--- src/rtl/sr5_deser.sv ---
// sr5_deser: serial-to-parallel deserializer with a double-buffered output word.
// Optional all-ones MATCH flag is built when SR5_DESER_MATCH_EN is defined.
module sr5_deser #(
  parameter int              WIDTH     = 5,
  parameter bit              MSB_FIRST = 1'b1,
  parameter logic [WIDTH-1:0] INIT     = '0
) (
  input  logic             C,
  input  logic             CLR,
  input  logic             CE,
  input  logic             D,
  input  logic             SOF,
  output logic [WIDTH-1:0] Q,
  output logic             VALID,
  input  logic             READY,
  output logic             OVF,
  output logic             MATCH
);

  localparam int CW = $clog2(WIDTH + 1);

  typedef enum logic {
    S_IDLE,
    S_SHIFT
  } state_t;

  state_t           r_state;
  logic [CW-1:0]    r_cnt;
  logic [WIDTH-1:0] r_sh;
  logic [WIDTH-1:0] r_q;
  logic             r_valid;
  logic             r_ovf;

  logic [WIDTH-1:0] w_shifted;
  logic [WIDTH-1:0] w_first;
  logic             w_last;
  logic             w_done;
  logic             w_free;
  logic             w_take;

  // Shift direction decides where the first received bit ends up.
  generate
    if (MSB_FIRST) begin : g_msb
      assign w_shifted = {r_sh[WIDTH-2:0], D};
      assign w_first   = {{(WIDTH-1){1'b0}}, D};
    end else begin : g_lsb
      assign w_shifted = {D, r_sh[WIDTH-1:1]};
      assign w_first   = {D, {(WIDTH-1){1'b0}}};
    end
  endgenerate

  // The bit sampled while the counter reads WIDTH-1 closes the frame.
  assign w_last = (r_cnt == CW'(WIDTH - 1));
  assign w_done = (r_state == S_SHIFT) && CE
                  && !SOF && w_last;
  assign w_free = !r_valid || READY;
  assign w_take = r_valid && READY;

  // Shift FSM: frame start, bit collection, restart on SOF.
  always_ff @(posedge C or posedge CLR) begin
    if (CLR) begin
      r_state <= S_IDLE;
      r_cnt   <= '0;
      r_sh    <= '0;
    end else if (CE) begin
      if (SOF) begin
        r_state <= S_SHIFT;
        r_cnt   <= CW'(1);
        r_sh    <= w_first;
      end else begin
        unique case (r_state)
          S_IDLE: begin
            r_state <= S_IDLE;
          end
          S_SHIFT: begin
            if (w_last) begin
              r_state <= S_IDLE;
              r_cnt   <= '0;
              r_sh    <= '0;
            end else begin
              r_cnt <= r_cnt + CW'(1);
              r_sh  <= w_shifted;
            end
          end
          default: begin
            r_state <= S_IDLE;
            r_cnt   <= '0;
          end
        endcase
      end
    end
  end

  // Output stage: load, drop-with-overrun, or release on handshake.
  always_ff @(posedge C or posedge CLR) begin
    if (CLR) begin
      r_q     <= INIT;
      r_valid <= 1'b0;
      r_ovf   <= 1'b0;
    end else if (w_done && w_free) begin
      r_q     <= w_shifted;
      r_valid <= 1'b1;
    end else if (w_done) begin
      r_ovf   <= 1'b1;
    end else if (w_take) begin
      r_valid <= 1'b0;
    end
  end

  assign Q     = r_q;
  assign VALID = r_valid;
  assign OVF   = r_ovf;

`ifdef SR5_DESER_MATCH_EN
  logic r_match;

  // All-ones flag tracks the word loaded into Q and drops with VALID.
  always_ff @(posedge C or posedge CLR) begin
    if (CLR) begin
      r_match <= 1'b0;
    end else if (w_done && w_free) begin
      r_match <= &w_shifted;
    end else if (!w_done && w_take) begin
      r_match <= 1'b0;
    end
  end

  assign MATCH = r_match;
`else
  assign MATCH = 1'b0;
`endif

endmodule

--- config.mk ---
export PLATFORM = sky130hd
export DESIGN_NAME = sr5_deser
export DESIGN_NICKNAME = d
export VERILOG_FILES = /design/src/rtl/sr5_deser.sv
export SDC_FILE = /design/constraint.sdc
export NUM_CORES = 1
export LEC_CHECK = 0
export ABC_CLOCK_PERIOD_IN_PS = 1800
export CORE_MARGIN = 5
export CORE_UTILIZATION = 43
export CTS_CLUSTER_SIZE = 8
export DETAILED_ROUTE_END_ITERATION = 16
export PLACE_DENSITY_LB_ADDON = 0.05
export SKIP_CTS_REPAIR_TIMING = 1
export SLEW_MARGIN = 15
export SYNTH_ARGS = -nofsm -noshare
export SYNTH_HDL_FRONTEND = slang
export SYNTH_SLANG_ARGS = --single-unit
--- constraint.sdc ---
create_clock -name C -period 1.8 [get_ports C]
set_clock_uncertainty 0.2 [all_clocks]
set_input_delay 0.36 -clock C [delete_from_list [all_inputs] [get_ports C]]
set_output_delay 0.36 -clock C [all_outputs]
set_load 0.01 [all_outputs]
# Yosys cells after proc, flatten, opt, wreduce, memory -nomap -nowiden

Cells that the tools add are included.

Register bits: 15
Logic and storage cells: 36
Output and inout port bits: 8

Eq/ne operators: 2
Mux-type cells: 12
Bitwise gates (word level): 2
Reductions and logical operators: 13
Add/sub/neg operators: 1

Operators by type and width:

| operator                                                                | number |
|---|---|
| 4-bit two-way mux                                                       | 3 |
| 3-bit two-way mux                                                       | 3 |
| 2-bit AND reduction                                                     | 3 |
| 1-bit logical AND                                                       | 5 |
| 1-bit two-way mux                                                       | 5 |
| 2-bit nonzero test                                                      | 2 |
| 3-bit by 1-bit adder with 3-bit output, second input constant           | 1 |
| 3-bit equality test, second input constant                              | 1 |
| 1-bit logical NOT                                                       | 2 |
| 2-bit by 1-bit inequality test with 1-bit output, second input constant | 1 |
| 1-bit inverter                                                          | 2 |
| 1-bit case mux with 2 select lines                                      | 1 |
| 1-bit logical OR                                                        | 1 |

# Longest topological paths before layout

Gate-level depths: netlist of the first run.

Depth after elaboration: 6
Mapped depth: 5
Depth with buffers taken out: 5

# Worst setup path before layout of the first run

OpenSTA, ideal clock, no wires.

Path kind: reg-to-reg
Start: reg r_cnt[0]
End: reg r_q[0], in the netlist Q[0]
Path slack: 0.103 ns
Arrival time: 1.372 ns
Path buffers: 0
Cell stages (with the launch flop): 6
Cells stage by stage: dfrtp_1 -> inv_1 -> ha_1 -> nand2_1 -> nor3_4 -> mux2_2

Longest elaborated chain between the ends: 3

RTL lines:

| item                   | RTL line | source |
|---|---|---|
| from (decl)            | 28       | `logic [CW-1:0] r_cnt;` |
| from (signal assigned) | 81       | `r_cnt <= r_cnt + CW'(1);` |
| 3-bit equality test    | 53       | `assign w_last = (r_cnt == CW'(WIDTH - 1));` |
| 1-bit logical AND      | 55       | `&& !SOF && w_last;` |
| 1-bit logical AND      | 100      | `end else if (w_done && w_free) begin` |
| to (signal assigned)   | 101      | `r_q <= w_shifted;` |
| to (decl)              | 30       | `logic [WIDTH-1:0] r_q;` |

No other way between the ends.
A chain may end at the register's enable or synchronous reset.

# Worst setup path after layout of the first run

Start: reg r_q[0], in the netlist Q[0]
End: out Q[0]

RTL lines:

| item      | RTL line | source |
|---|---|---|
| to (decl) | 13       | `output logic [WIDTH-1:0] Q,` |

No word-level cell between the ends.

==> results of run 1 <==
## registers in the layout (all words and copies together) (netlist names)
register	cells
VALID	1
r_sh	4
r_state	1
OVF	1
Q	5
r_cnt	3
## through the flow
stage	instance area, µm²	power, mW	util [%]	setup TNS, ns	std cells
final	912	0.794	60.5	0	97
after global routing	912	0.851	60.5	0	97
after CTS	907	0.807	60.2	0	97
after detailed placement	881	0.607	58.5	-1.12	93
after global placement	881	0.606	58.5	-0.995	93
after floorplan	686	0.509	-	0	58
## how the worst min path moves through the flow
stage / start / slack, ns / to / cells after the start
after floorplan: CLR / 0.06 / OVF / 1
after global placement: OVF / 0.27 / OVF / 1
after detailed placement: OVF / 0.27 / OVF / 1
after CTS: CLR / 0.16 / r_cnt[2] / 3
after global routing: CLR / 0.17 / OVF / 3
final: CLR / 0.16 / r_cnt[2] / 3
## logic make-up (layout without fill, tap and decap cells)
logic type      Yosys count  in the layout  share of synthesized area [%]
compound gates           16             16                           16.4
buf+inv                   6             29                           4.01
other cells               1              1                          0.547
fa+ha+maj                 2              2                           3.65
simple gates             13             13                           12.4
flops                    15             15                           54.7
mux                       5              5                           8.21
## routing by layer
layer	routed length, µm	vias to the layer above	part of all wire, %	global-route usage (%)
met5	0	-	0	0
met3	71	3	5.4	3.92
met4	36	0	2.7	8.30
met1	634	233	48	14.8
met2	579	12	44	18.2
li1	-	249	-	-
## layout by cell type, fill, tap and decap left out
cell type | netlist | layout
a21oi_1 | 1 | 1
nor3b_1 | 1 | 1
a32o_1 | 2 | 2
nand3b_4 | 1 | 1
nand3_1 | 1 | 1
a41o_1 | 1 | 1
a22o_2 | 1 | 1
nor2_1 | 2 | 2
conb_1 | 1 | 1
dlymetal6s2s_1 | 0 | 2
buf_4 | 1 | 9
a22o_1 | 1 | 1
dfrtp_1 | 15 | 15
clkbuf_1 | 0 | 1
nor3_4 | 1 | 1
o21a_1 | 1 | 1
a31oi_1 | 1 | 1
clkdlybuf4s50_1 | 0 | 10
a21o_1 | 1 | 1
clkbuf_4 | 0 | 3
o21bai_1 | 1 | 1
inv_1 | 4 | 4
nor2b_1 | 1 | 1
nand2_1 | 6 | 6
ha_1 | 2 | 2
o21ai_0 | 6 | 6
mux2_2 | 5 | 5
## layout make-up
cell class | instances | share of cell area (%)
Sequential cell | 15 | 41.2
Clock buffer | 4 | 2.88
Inverter | 4 | 1.65
Tap cell | 16 | 2.19
Timing Repair Buffer | 21 | 21.1
Multi-Input combinational cell | 37 | 31.0
## where the power goes
part           total (mW)  internal, mW  leakage, nW  switching (mW)
Combinational       0.190         0.110        0.269          0.0807
Clock               0.196        0.0862       0.0150           0.110
Sequential          0.407         0.379        0.197          0.0281
Total               0.794         0.575        0.481           0.219
==> impl_metrics.yaml, run 1 <==
run_status:
  status: "finished, final reports clean"
clock_network:
  clock_sinks: 15
  path_clk_slew_ns: 0.09
  numCtsBuffers: 3
  cts-htree-levels: 1
  clock_path_buffers: 2
  insertion_delay_ns: 0.29
  cts-root-buf: "clkbuf_4"
  cts_tree: "built"
yosys:
  synth-edff-count: 0
  netlist_area_um2: 686
  syn-num-nets: 66
  ys_warn_count: 0
  ys_seq_elements: 15
  async_flop_share_pct: 100
  synth_flop_cell: "dfrtp_1"
  synth_top_area_share_pct: 54.7
  synthTopCellsByArea: "dfrtp_1 (55%), mux2_2 (8.2%), o21ai_0 (4.4%), ha_1 (3.6%), nand2_1 (3.3%)"
  ys_types: 24
  yosysSeqAreaShare_pct: 54.7
  syn_inst: 58
  synth_most_common_cell: "dfrtp_1"
  synth_top_cell_by_area: "dfrtp_1"
  syn_avg_cell_area_um2: 11.8
  synth_commonest_cells: "dfrtp_1 (15), nand2_1 (6), o21ai_0 (6)"
place:
  dp_hpwl_um: 984
  routabilityCongestion: 0.813
  portBuffers: 12
  dp_slack_ns: -0.210
floorplan:
  fp.dieH_um: 49.9
  std_cell_rows: 14
  dieArea_mm2: 0.00249
  core-area_mm2: 0.00151
  io_pins: 14
  dieWidth_um: 49.9
  start_util_pct: 45.5
final_layout:
  nFillCells: 131
  drive_above_1_share_pct: 24.7
  num_antenna_cells: 0
  multi_input_area_um2: 283
  area_growth_pct: 33.0
  nets: 90
  seqCellArea_um2: 375
worst_setup_path:
  critPathSlowestCell: "clkdlybuf4s50_1"
  crit_type: "register to primary output"
  crit_path_end: "Q[0]"
  r2r-start: "r_cnt[0]"
  r2r_cells: 5
  cp_slowest_stage_delay_ns: 0.54
  cp-start-kind: "register"
  worstSetupStartpoint: "Q[0]"
  path_cells: "clkdlybuf4s50_1"
  arrival_ns: 1.18
  critPathMaxFanout: 2
  setup.worst_path.end_class: "primary output"
  reg2reg_to: "Q[0]"
  worst-r2r-setup-slack_ns: 0.10
  cp.buffers_inverters: 1
  cp_num_cells: 1
  critPathRequiredTime_ns: 1.24
  crit_family: "buffers and inverters"
global_routing:
  grt.overflow.total: 0
  grt_first_pass_wirelength_um: 2260
  grt_max_degree: 16
  grt_util_all_layers_pct: 12.3
  antenna_found_initial: 0
  grt_pass1_vias: 505
sta:
  min_period_ns: 1.74
  finalCritPeriodShare_pct: 96.6
  setup_viol: 0
  slew_viol_final: 0
  max_freq_mhz: 575
  hold_violations: 0
  rsz0062_at_grt: "no"
  whs_ns: 0.162
  fin_ws_ns: 0.0616
worst_hold_path:
  min_path_type: "input port to async pin"
route:
  wire_per_inst_um: 13.6
  vias_per_cell: 5.12
  ant_nets: 0
  drc: 0
  routed_wl_um: 1320
  dr.pass1.iters: 4
  vias: 497
  drtIter0Drc: 7
run:
  maxCapViolCount: 0
power_and_ir_drop:
  vdd_drop_max_mv: 0.534
  p_leak_nw: 0.481
  powerDensity_mw_per_mm2: 870
No activity file was read; power rests on OpenSTA's default activity.
==> inputs of run 2 (changes only) <==
--- a/config.mk
+++ b/config.mk
@@ -12,5 +12,4 @@
 export DETAILED_ROUTE_END_ITERATION = 16
 export PLACE_DENSITY_LB_ADDON = 0.05
-export SKIP_CTS_REPAIR_TIMING = 1
 export SLEW_MARGIN = 15
 export SYNTH_ARGS = -nofsm -noshare
==> constraint.sdc (replaced) <==
create_clock -name C -period 1.8 [get_ports C]
set_clock_uncertainty 0.2 [all_clocks]
set_input_delay 0.36 -clock C [delete_from_list [all_inputs] [get_ports C]]
set_output_delay 0.36 -clock C [all_outputs]
set_load 0.1 [all_outputs]
==> run 2 against run 1 <==
Compared with the run above: maximum frequency grew 1.2%; routed wire length rose by 2.6%; utilization rose by 4.9 points; largest power group unchanged; critical path type is now input port to register; flip-flop and latch count is the same; clock-buffer cell count stayed put; highest routed layer is now met3.
==> impl_metrics.yaml, run 2 (same netlist as run 1, synthesis figures left out) <==
run_status:
  status: "finished, final reports clean"
sta:
  slew_headroom_pct: 66.6
  whs_ns: 0.180
  min_period_ns: 1.72
  fin_ws_ns: 0.0824
  finalCritPeriodShare_pct: 95.4
  slew_viol_final: 0
  setup_viol: 0
  tightest_slew_ns: 0.495
  hold_violations: 0
  rsz0062_at_grt: "no"
  max_freq_mhz: 582
clock_network:
  cts-root-buf: "clkbuf_4"
  post_cts_resized: 0
  cts_hold_buf: 0
  path_clk_slew_ns: 0.09
  cts_tree: "built"
  cts_setup_buffers: 0
  cts-htree-levels: 1
  clock_sinks: 15
  numCtsBuffers: 3
  clock_path_buffers: 2
  insertion_delay_ns: 0.27
route:
  routed_wl_um: 1360
  met2WireLength_um: 644
  vias_per_cell: 5.18
  wire_per_inst_um: 13.8
  drc: 0
  dr.max_layer_used: "met3"
  dr_wl_met3_um: 72
  wl_met1_um: 639
  vias: 508
  dr.pass1.iters: 2
  drtIter0Drc: 4
  ant_nets: 0
floorplan:
  dieArea_mm2: 0.00249
  fp.dieH_um: 49.9
  start_util_pct: 45.5
  io_pins: 14
  core-area_mm2: 0.00151
  dieWidth_um: 49.9
  std_cell_rows: 14
final_layout:
  num_antenna_cells: 0
  nets: 91
  drive_above_1_share_pct: 35.4
  multi_input_area_um2: 283
  largest_register_ffs: 5
  fin_util_pct: 65.4
  final_cell_mix: "dfrtp_1 (14), buf_4 (10), buf_12 (7), nand2_1 (6), o21ai_0 (6)"
  seqCellArea_um2: 377
  layout_commonest_cell: "dfrtp_1"
  nFillCells: 110
  area_growth_pct: 43.8
  final_cells: 98
place:
  dp_hpwl_um: 1060
  dp_slack_ns: -0.210
  routabilityCongestion: 0.754
  dp.cells: 94
  portBuffers: 12
power_and_ir_drop:
  vdd_drop_max_mv: 0.689
  powerDensity_mw_per_mm2: 1010
  fin_total_pwr_mw: 0.994
  p_leak_nw: 0.481
worst_setup_path:
  critPathRequiredTime_ns: 1.76
  critPathMaxFanout: 5
  arrival_ns: 1.68
  crit_type: "input port to register"
  setup.worst_path.end_class: "register"
  cp-start-kind: "input port"
run:
  maxCapViolCount: 0
global_routing:
  grt_pass1_vias: 524
  grt_util_all_layers_pct: 11.7
  antenna_found_initial: 0
  grt_first_pass_wirelength_um: 2290
  grt.overflow.total: 0
  grt_max_degree: 16
worst_hold_path:
  min_path_type: "input port to async pin"
## run 2: cell types whose count changed in the layout (fill, tap and decap cells not counted)
cell and delta:
buf_12 +7, buf_4 +1, clkdlybuf4s50_1 -5, dfrtp_1 -1, dfrtp_2 +1, dlymetal6s2s_1 -2
## run 2: through the flow
step	instance area [µm²]	setup TNS [ns]
3_5_place_dp	960	-1.16
5_1_grt	986	0
6_report	986	0
2_1_floorplan	687	0
3_3_place_gp	960	-0.936
4_1_cts	986	0
## run 2: area by class of cell
class                      count  share of cell area (%)
sequential                    15                    38.2
multi-input combinational     37                    28.7
timing repair buffer          22                    26.9
clock buffer                   4                    2.66
tap                           16                    2.03
inverter                       4                    1.52
## run 2: path summary, 6_finish.rpt
check	startpoint	endpoint	slack, ns	depth (start not counted)
setup / recovery	CE	Q[3]	0.08	4
hold / removal	CLR	r_cnt[2]	0.18	3
setup reg to reg	r_cnt[0]	Q[3]	0.11	5
hold reg to reg	r_sh[3]	r_sh[3]	0.30	1
max in group asynchronous	CLR	VALID	1.03	3
min in group C	r_sh[3]	r_sh[3]	0.30	1
## run 2: routing by layer
metal | GRT usage (%) | vias to the layer above
met3 | 3.31 | 0
li1 | - | 253
met2 | 19.5 | 9
met1 | 14.8 | 246
met5 | 0 | -
met4 | 2.62 | 0
## run 2: worst max-delay path, cell delays in order
cell and delay [ns]:
clkdlybuf4s50_1 0.52, nand3b_4 0.10, nor3_4 0.32, mux2_2 0.37
## run 2: where the power goes
group	internal, mW	leakage, nW	switching [mW]
clock network	0.0858	0.0150	0.100
registers	0.379	0.195	0.0401
logic	0.157	0.271	0.232
total	0.622	0.481	0.372
